<file path="src/rtl/wide_add_pkg.sv">
// Shared types and helpers for the word-serial wide adder controller.
package wide_add_pkg;

    typedef enum logic [1:0] {
        IDLE,
        RUN,
        DONE
    } state_t;

    // Width of a counter that indexes n words; never narrower than one bit.
    function automatic int idx_bits(input int n);
        return (n <= 1) ? 1 : $clog2(n);
    endfunction

endpackage

</file>
<file path="src/rtl/wide_add_ctrl_fan.sv">
// Narrow ripple-carry adder slice reused word by word by wide_add_ctrl.
module fan #(
    parameter int N_BITS = 4
) (
    input  logic [N_BITS-1:0] a,
    input  logic [N_BITS-1:0] b,
    input  logic              cin,
    output logic [N_BITS-1:0] sum,
    output logic              cout
);

    // Carry kept in a procedural variable so the chain is one combinational walk.
    always_comb begin
        logic c;
        c   = cin;
        sum = '0;
        for (int i = 0; i < N_BITS; i++) begin
            sum[i] = a[i] ^ b[i] ^ c;
            c      = (a[i] & b[i]) | (c & (a[i] ^ b[i]));
        end
        cout = c;
    end

endmodule

</file>
<file path="src/rtl/wide_add_ctrl.sv">
// Multi-precision add/subtract sequencer: walks wide operands LSB-first through
// one WORD_BITS adder slice, carrying between words in a register.
module wide_add_ctrl
    import wide_add_pkg::*;
#(
    parameter int WORD_BITS = 4,
    parameter int N_WORDS   = 4
) (
    input  logic                           clk,
    input  logic                           rst,
    input  logic                           in_valid,
    output logic                           in_ready,
    input  logic [WORD_BITS*N_WORDS-1:0]   in_a,
    input  logic [WORD_BITS*N_WORDS-1:0]   in_b,
    input  logic                           in_cin,
    input  logic                           in_sub,
    output logic                           out_valid,
    input  logic                           out_ready,
    output logic [WORD_BITS*N_WORDS-1:0]   out_sum,
    output logic                           out_cout,
    output logic                           out_ovf,
    output logic                           busy
);

    localparam int W  = WORD_BITS * N_WORDS;
    localparam int KB = idx_bits(N_WORDS);
    localparam logic [KB-1:0] K_LAST = KB'(N_WORDS - 1);

    state_t state_reg, state_next;

    logic [W-1:0]  a_reg, b_reg, sum_reg;
    logic          carry_reg, cout_reg, ovf_reg;
    logic [KB-1:0] k_reg;
    logic          in_ready_reg, out_valid_reg, busy_reg;

    logic [WORD_BITS-1:0] slice_a, slice_b, slice_sum;
    logic                 slice_cout;
    logic                 accept, last_word;

    assign accept    = in_ready_reg && in_valid;
    assign last_word = (k_reg == K_LAST);

    assign slice_a = a_reg[int'(k_reg) * WORD_BITS +: WORD_BITS];
    assign slice_b = b_reg[int'(k_reg) * WORD_BITS +: WORD_BITS];

    fan #(
        .N_BITS (WORD_BITS)
    ) u_slice (
        .a    (slice_a),
        .b    (slice_b),
        .cin  (carry_reg),
        .sum  (slice_sum),
        .cout (slice_cout)
    );

    always_comb begin
        state_next = state_reg;
        case (state_reg)
            IDLE:    if (accept)    state_next = RUN;
            RUN:     if (last_word) state_next = DONE;
            DONE:    if (out_ready) state_next = IDLE;
            default:                state_next = IDLE;
        endcase
    end

    // Handshake flags are registered from the next state so every output is a flop.
    always_ff @(posedge clk or posedge rst) begin
        if (rst) begin
            state_reg     <= IDLE;
            in_ready_reg  <= 1'b1;
            out_valid_reg <= 1'b0;
            busy_reg      <= 1'b0;
        end else begin
            state_reg     <= state_next;
            in_ready_reg  <= (state_next == IDLE);
            out_valid_reg <= (state_next == DONE);
            busy_reg      <= (state_next != IDLE);
        end
    end

    always_ff @(posedge clk or posedge rst) begin
        if (rst) begin
            a_reg     <= '0;
            b_reg     <= '0;
            sum_reg   <= '0;
            carry_reg <= 1'b0;
            cout_reg  <= 1'b0;
            ovf_reg   <= 1'b0;
            k_reg     <= '0;
        end else begin
            if (accept) begin
                // Subtract is A + ~B + 1, so B is stored already inverted.
                a_reg     <= in_a;
                b_reg     <= in_sub ? ~in_b : in_b;
                carry_reg <= in_sub ? 1'b1 : in_cin;
                k_reg     <= '0;
            end
            if (state_reg == RUN) begin
                sum_reg[int'(k_reg) * WORD_BITS +: WORD_BITS] <= slice_sum;
                carry_reg <= slice_cout;
                k_reg     <= k_reg + KB'(1);
                if (last_word) begin
                    cout_reg <= slice_cout;
                    ovf_reg  <= (a_reg[W-1] == b_reg[W-1]) &&
                                (slice_sum[WORD_BITS-1] != a_reg[W-1]);
                end
            end
        end
    end

    assign in_ready  = in_ready_reg;
    assign out_valid = out_valid_reg;
    assign busy      = busy_reg;
    assign out_sum   = sum_reg;
    assign out_cout  = cout_reg;
    assign out_ovf   = ovf_reg;

endmodule

</file>
<file path="config.mk">
export PLATFORM = sky130hd
export DESIGN_NAME = wide_add_ctrl
export DESIGN_NICKNAME = d
export VERILOG_FILES = /design/src/rtl/wide_add_pkg.sv /design/src/rtl/wide_add_ctrl_fan.sv /design/src/rtl/wide_add_ctrl.sv
export SDC_FILE = /design/constraint.sdc
export NUM_CORES = 1
export LEC_CHECK = 0
export CAP_MARGIN = 15
export CORE_MARGIN = 3
export CORE_UTILIZATION = 55
export CTS_CLUSTER_DIAMETER = 120
export DETAILED_ROUTE_END_ITERATION = 10
export GPL_ROUTABILITY_DRIVEN = 1
export PLACE_DENSITY = 0.94
export SYNTH_ARGS = -nofsm -noshare
export SYNTH_HDL_FRONTEND = slang
export SYNTH_HIERARCHICAL = 1
export SYNTH_SLANG_ARGS = --single-unit
</file>
<file path="constraint.sdc">
create_clock -name clk -period 6.2 [get_ports clk]
set_input_delay 1.24 -clock clk [delete_from_list [all_inputs] [get_ports clk]]
set_output_delay 1.24 -clock clk [all_outputs]
set_load 0.02 [all_outputs]
</file>
==> flow_metrics.tcl, run 1 <==
set metrics [dict create \
    status "complete, no violations" \
    cp.required_ps 6440 \
    place_ws_ps 2380 \
    max_cap_violations 0 \
    cp-startpoint "k_reg[0]" \
    slew_viol_final 0 \
    synth_cell_types 33 \
    drive_gt1_share_pct 16.01 \
    htree_levels 3 \
    synth_nets 265 \
    regToRegEndpoint "out_ovf" \
    synthCells 217 \
    cts_resized 0 \
    hpwl_um 4102 \
    postCtsHoldBufs 0 \
    ys_warn_count 6 \
    syn_area_um2 2824 \
    antenna_found_initial 0 \
    hp-start "b_reg[6]" \
    max_slew_margin_pct 40.14 \
    dieHeight_um 77.66 \
    initial_core_util_pct 58.25 \
    cts_tree "done" \
    fin_crit_ps 3688 \
    seq_area_frac_synth_pct 51.44 \
    cp.arrival_ps 3930 \
    clock_path_buffers 2 \
    ys_ff_latch 58 \
    hold_slack_ps 479.5 \
    grt.overflow.total 0 \
    clk_latency_ps 320 \
    critPathKind "flip-flop to flip-flop" \
    endpoint_kind "flip-flop" \
    firstDrtPassIters 4 \
    cts.sinks 58 \
    grt_use_total_pct 20.18 \
    grt_pass1_wl_um 9356 \
    r2r_slack_ps 2510 \
    die_w_um 77.66 \
    rr_worst_depth 12 \
    first_iter_violations 123 \
    post_cts_buffers 0 \
    rsz0062_at_grt "no" \
    hold_class "flip-flop to flip-flop" \
    synth.avg_cell_area_um2 13.01 \
    finalWirelength_um 5367 \
    setup_viol 0 \
    grt_max_degree 59 \
    vdd_drop_max_v 0.0002493 \
    endpoint "out_ovf" \
    worst_slew_pin_slew_ps 895.7 \
    io_buffers 58 \
    p_leak_nw 1.588 \
    place.gp.congestion 0.8054 \
    crit_path_start_kind "flip-flop" \
    fillCellCount 339 \
    ios 59 \
    drc 0 \
    rows 25 \
    fin_skew_ps 9.363 \
    wire_per_inst_um 15.42 \
    cts_root_buf "clkbuf_8" \
    critPathMaxFanout 16 \
    dieArea_um2 6030 \
    cts_buffers 9 \
    diodes 0 \
    finalCritPeriodShare_pct 59.48 \
    fin_ws_ps 2512 \
    nets 324 \
    area.growth.synth_to_final_pct 27.25 \
    setup_tns_ps 0 \
    path_clk_slew_ps 60 \
    r2r_start "k_reg[0]" \
    via_count 1833 \
    core_area_um2 4848 \
    vias_per_cell 5.267 \
    report.final.hold_viol_count 0 \
    detail-route-antenna-nets 0 \
    first_global_vias 1879 \
    powerDensity_nw_per_um2 537.8 \
    fmax_mhz 271.2 \
]
[stage by stage]
stage,util (%),cells,power (W),area (um^2)
floorplan,-,217,0.001346,2824
global placement,70.53,332,0.001584,3420
detailed placement,70.53,332,0.001645,3420
CTS,74.12,348,0.001944,3593
global route,74.12,348,0.002092,3593
finish,74.12,348,0.001933,3593
[cell usage in the layout (no fill, tap or decap), types with 2 or more instances in the layout]
| cell type | netlist | layout |
|---|---|---|
| nor4b_4 | 2 | 2 |
| clkbuf_1 | 3 | 2 |
| o21ai_0 | 19 | 19 |
| xnor2_1 | 16 | 16 |
| o31ai_1 | 2 | 2 |
| clkinv_2 | 0 | 3 |
| clkbuf_8 | 0 | 11 |
| mux2_1 | 7 | 7 |
| dfrtp_1 | 57 | 57 |
| inv_1 | 12 | 11 |
| clkdlybuf4s50_1 | 0 | 58 |
| mux2_2 | 11 | 11 |
| nand2_1 | 24 | 24 |
| mux4_2 | 8 | 8 |
| fa_1 | 4 | 4 |
| ha_1 | 6 | 6 |
| inv_2 | 2 | 3 |
| a22o_1 | 16 | 16 |
| nor2_1 | 4 | 4 |
| nand3b_4 | 3 | 3 |
[metal layers]
layer  GRT usage [%]  up-vias  part of all wire, %
li1                -      872                    -
met1           25.37      885                   41
met2           33.56       68                   52
met3           4.640        8                  6.2
met4           8.363        0                  1.4
met5               0        -                    0
[logic make-up after synthesis]
kind of cell | share of synthesized area, %
XOR/XNOR | 4.962
flip-flops | 51.44
multiplexers | 13.56
AO/OA/AOI/OAI | 9.481
buffers and inverters | 4.563
AND/OR/NAND/NOR | 10.50
adder cells (fa/ha/maj) | 5.494
[worst max-delay path, stage by stage (launching register included)]
cell and delay, ps:
dfrtp_1 860, mux4_2 620, fa_1 430, inv_1 80, fa_1 160, inv_1 50, fa_1 350, inv_1 70
fa_1 400, inv_1 190, nor3b_1 220, a21oi_1 50, o21ai_0 140
[worst min-delay path by stage]
stage,slack [ps],cells after the start,end
after floorplan,440,2,b_reg[10]
after global placement,460,2,b_reg[6]
after detailed placement,470,2,b_reg[6]
after CTS,480,2,b_reg[6]
after global routing,510,1,a_reg[2]
final,480,2,b_reg[6]
[area by class of cell]
| type | instances | area (um^2) | area share [%] |
|---|---|---|---|
| repair buffers | 59 | 588.1 | 16.36 |
| clock inverters | 3 | 15.01 | 0.4178 |
| clock buffers | 13 | 158.9 | 4.422 |
| flip-flops and latches | 58 | 1453 | 40.42 |
| well taps | 67 | 83.83 | 2.333 |
| inverters | 14 | 52.55 | 1.462 |
| multi-input cells | 134 | 1242 | 34.58 |
[synth_stat cells]
| cell | n | area, um^2 |
|---|---|---|
| fa_1 | 4 | 80.08 |
| nor4b_4 | 2 | 47.55 |
| and2_1 | 1 | 6.260 |
| inv_1 | 12 | 45.04 |
| mux2_2 | 11 | 123.9 |
| and2b_1 | 1 | 7.510 |
| clkbuf_1 | 3 | 11.26 |
| nor3b_1 | 1 | 7.510 |
| dfstp_2 | 1 | 26.28 |
| mux4_2 | 8 | 180.2 |
| o31ai_2 | 1 | 12.51 |
| a21oi_1 | 1 | 5.000 |
| ha_1 | 6 | 75.07 |
| o21ai_0 | 19 | 95.09 |
| nand3_1 | 1 | 5.000 |
| a22o_1 | 16 | 140.1 |
| dfrtp_1 | 57 | 1426 |
| nand3b_4 | 3 | 60.06 |
| nor2_1 | 4 | 15.01 |
| buf_4 | 5 | 37.54 |
| buf_2 | 1 | 5.000 |
| nor2b_1 | 1 | 6.260 |
| nand2b_1 | 1 | 6.260 |
| nor4_4 | 1 | 21.27 |
| nor3_1 | 1 | 5.000 |
| mux2_1 | 7 | 78.83 |
| nand3b_1 | 1 | 7.510 |
| nand2_1 | 24 | 90.09 |
| o31ai_1 | 2 | 15.01 |
| inv_2 | 2 | 7.510 |
| xnor2_1 | 16 | 140.1 |
| nand4bb_1 | 1 | 11.26 |
| buf_6 | 2 | 22.52 |
[power breakdown]
group	total (W)	switching [W]	internal [W]
sequential	0.000701	0.000149	0.000552
combinational	0.000928	0.000486	0.000442
clock	0.000303	0.000138	0.000165
Power figures use the tool's default switching activity.
==> run 2, diff against run 1 <==
--- a/config.mk
+++ b/config.mk
@@ -7,11 +7,11 @@
 export LEC_CHECK = 0
 export CAP_MARGIN = 15
 export CORE_MARGIN = 3
-export CORE_UTILIZATION = 55
+export CORE_UTILIZATION = 51
 export CTS_CLUSTER_DIAMETER = 120
 export DETAILED_ROUTE_END_ITERATION = 10
 export GPL_ROUTABILITY_DRIVEN = 1
-export PLACE_DENSITY = 0.94
+export PLACE_DENSITY = 0.89
 export SYNTH_ARGS = -nofsm -noshare
 export SYNTH_HDL_FRONTEND = slang
 export SYNTH_HIERARCHICAL = 1
==> constraint.sdc (replaced) <==
create_clock -name clk -period 3.69 [get_ports clk]
set_input_delay 0.738 -clock clk [delete_from_list [all_inputs] [get_ports clk]]
set_output_delay 0.738 -clock clk [all_outputs]
set_load 0.02 [all_outputs]
==> flow_metrics.tcl, run 2 (synthesis gave the netlist of run 1 again) <==
set metrics [dict create \
    grt_max_degree 36 \
    rsz0062_at_grt "no" \
    vias_per_cell 5.193 \
    report.final.hold_viol_count 0 \
    die_w_um 80.41 \
    cts.sinks 58 \
    setup_viol 0 \
    hold_slack_ps 475.0 \
    endpoint_kind "flip-flop" \
    max_stage_delay_ps 570 \
    grt.overflow.total 0 \
    fin_skew_ps 7.130 \
    diodes 0 \
    grt_use_total_pct 19.39 \
    final_cell_mix "clkdlybuf4s50_1 (58), dfrtp_1 (57), nand2_1 (24), o21ai_0 (19)" \
    first_global_vias 1967 \
    crit_path_start_kind "flip-flop" \
    final_common_cell "clkdlybuf4s50_1" \
    vdd_drop_max_v 0.0004200 \
    nets 326 \
    fin_ws_ps 398.9 \
    fmax_mhz 303.9 \
    path_clk_slew_ps 60 \
    via_count 1833 \
    clk_latency_ps 330 \
    antenna_found_initial 0 \
    critical_path.top_delay_family "adder cells" \
    initial_core_util_pct 53.92 \
    powerDensity_nw_per_um2 898.1 \
    dieHeight_um 80.41 \
    finalPower_w 0.003235 \
    multiInputGateArea_um2 1242 \
    max_slew_margin_pct 36.33 \
    core_area_um2 5238 \
    setup_tns_ps 0 \
    regArea_um2 1453 \
    hold_class "flip-flop to flip-flop" \
    cp.required_ps 3940 \
    cts_root_buf "clkbuf_8" \
    status "complete, no violations" \
    drive_gt1_share_pct 16.25 \
    ios 59 \
    slew_viol_final 0 \
    finalCritPeriodShare_pct 89.19 \
    cts_resized 0 \
    slowest_stage "mux4_2" \
    critPathMaxFanout 6 \
    area.growth.synth_to_final_pct 27.56 \
    wire_per_inst_um 15.46 \
    fillCellCount 382 \
    rows 26 \
    cts_buffers 9 \
    postCtsHoldBufs 0 \
    p_leak_nw 1.592 \
    firstDrtPassIters 4 \
    post_cts_buffers 0 \
    critPathKind "flip-flop to flip-flop" \
    place.gp.congestion 0.8280 \
    clock_path_buffers 2 \
    crit_chain "mux4_2, fa_1, inv_1, fa_1, inv_1, fa_1, inv_1, fa_1, inv_1, nor3b_1, a21oi_1, o21ai_0" \
    dieArea_um2 6466 \
    worst_slew_pin_slew_ps 952.8 \
    grt_pass1_wl_um 9294 \
    place_ws_ps 382.4 \
    drc 0 \
    cp.arrival_ps 3540 \
    finalWirelength_um 5459 \
    max_cap_violations 0 \
    htree_levels 3 \
    first_iter_violations 89 \
    detail-route-antenna-nets 0 \
    io_buffers 58 \
    path_buf_inv 4 \
    fin_crit_ps 3291 \
    hpwl_um 4136 \
    cts_tree "done" \
]
## run 2: worst reg2reg max path: stages (launching register included)
cell,delay [ps]
dfrtp_1,510
mux4_2,570
fa_1,440
inv_1,80
fa_1,150
inv_1,50
fa_1,350
inv_1,70
fa_1,400
inv_1,170
nor3b_1,200
a21oi_1,60
o21ai_0,160
## run 2: routing by layer
metal	part of all wire (%)	GRT usage [%]	vias to the layer above
li1	-	-	886
met1	44	23.58	885
met2	49	32.45	53
met3	5.4	5.493	9
met4	1.5	7.770	0
met5	0	0	-
## run 2: power breakdown
group          switching (W)  internal, W  leakage (nW)
clock               0.000229     0.000259        0.0872
sequential          0.000204     0.000928         0.729
combinational       0.000853     0.000761         0.776
total                0.00129      0.00195          1.59
## run 2: path summary, 6_finish.rpt
| path | startpoint | depth (start not counted) | end | slack [ps] |
|---|---|---|---|---|
| hold reg to reg | b_reg[13] | 2 | b_reg[13] | 470 |
| max in group asynchronous | rst | 3 | b_reg[15] | 2100 |
| min in group asynchronous | rst | 2 | out_sum[11] | 760 |
| hold / removal | b_reg[13] | 2 | b_reg[13] | 470 |
| setup / recovery | k_reg[0] | 12 | out_ovf | 400 |
| setup reg to reg | k_reg[0] | 12 | out_ovf | 400 |
## run 2: through the flow
stage	utilization, %	instances	instance area [um^2]
after floorplan	-	217	2824
after global placement	65.65	337	3438
after detailed placement	65.65	337	3438
after CTS	68.78	353	3602
after global routing	68.78	353	3602
final	68.78	353	3602
## run 2: cell type report
type                            count  share of cell area, %
Inverter                           14                  1.459
Timing Repair Buffer               61                  16.74
Clock inverter                      3                 0.4168
Multi-Input combinational cell    134                  34.49
Tap cell                           70                  2.431
Sequential cell                    58                  40.33
Clock buffer                       13                  4.133
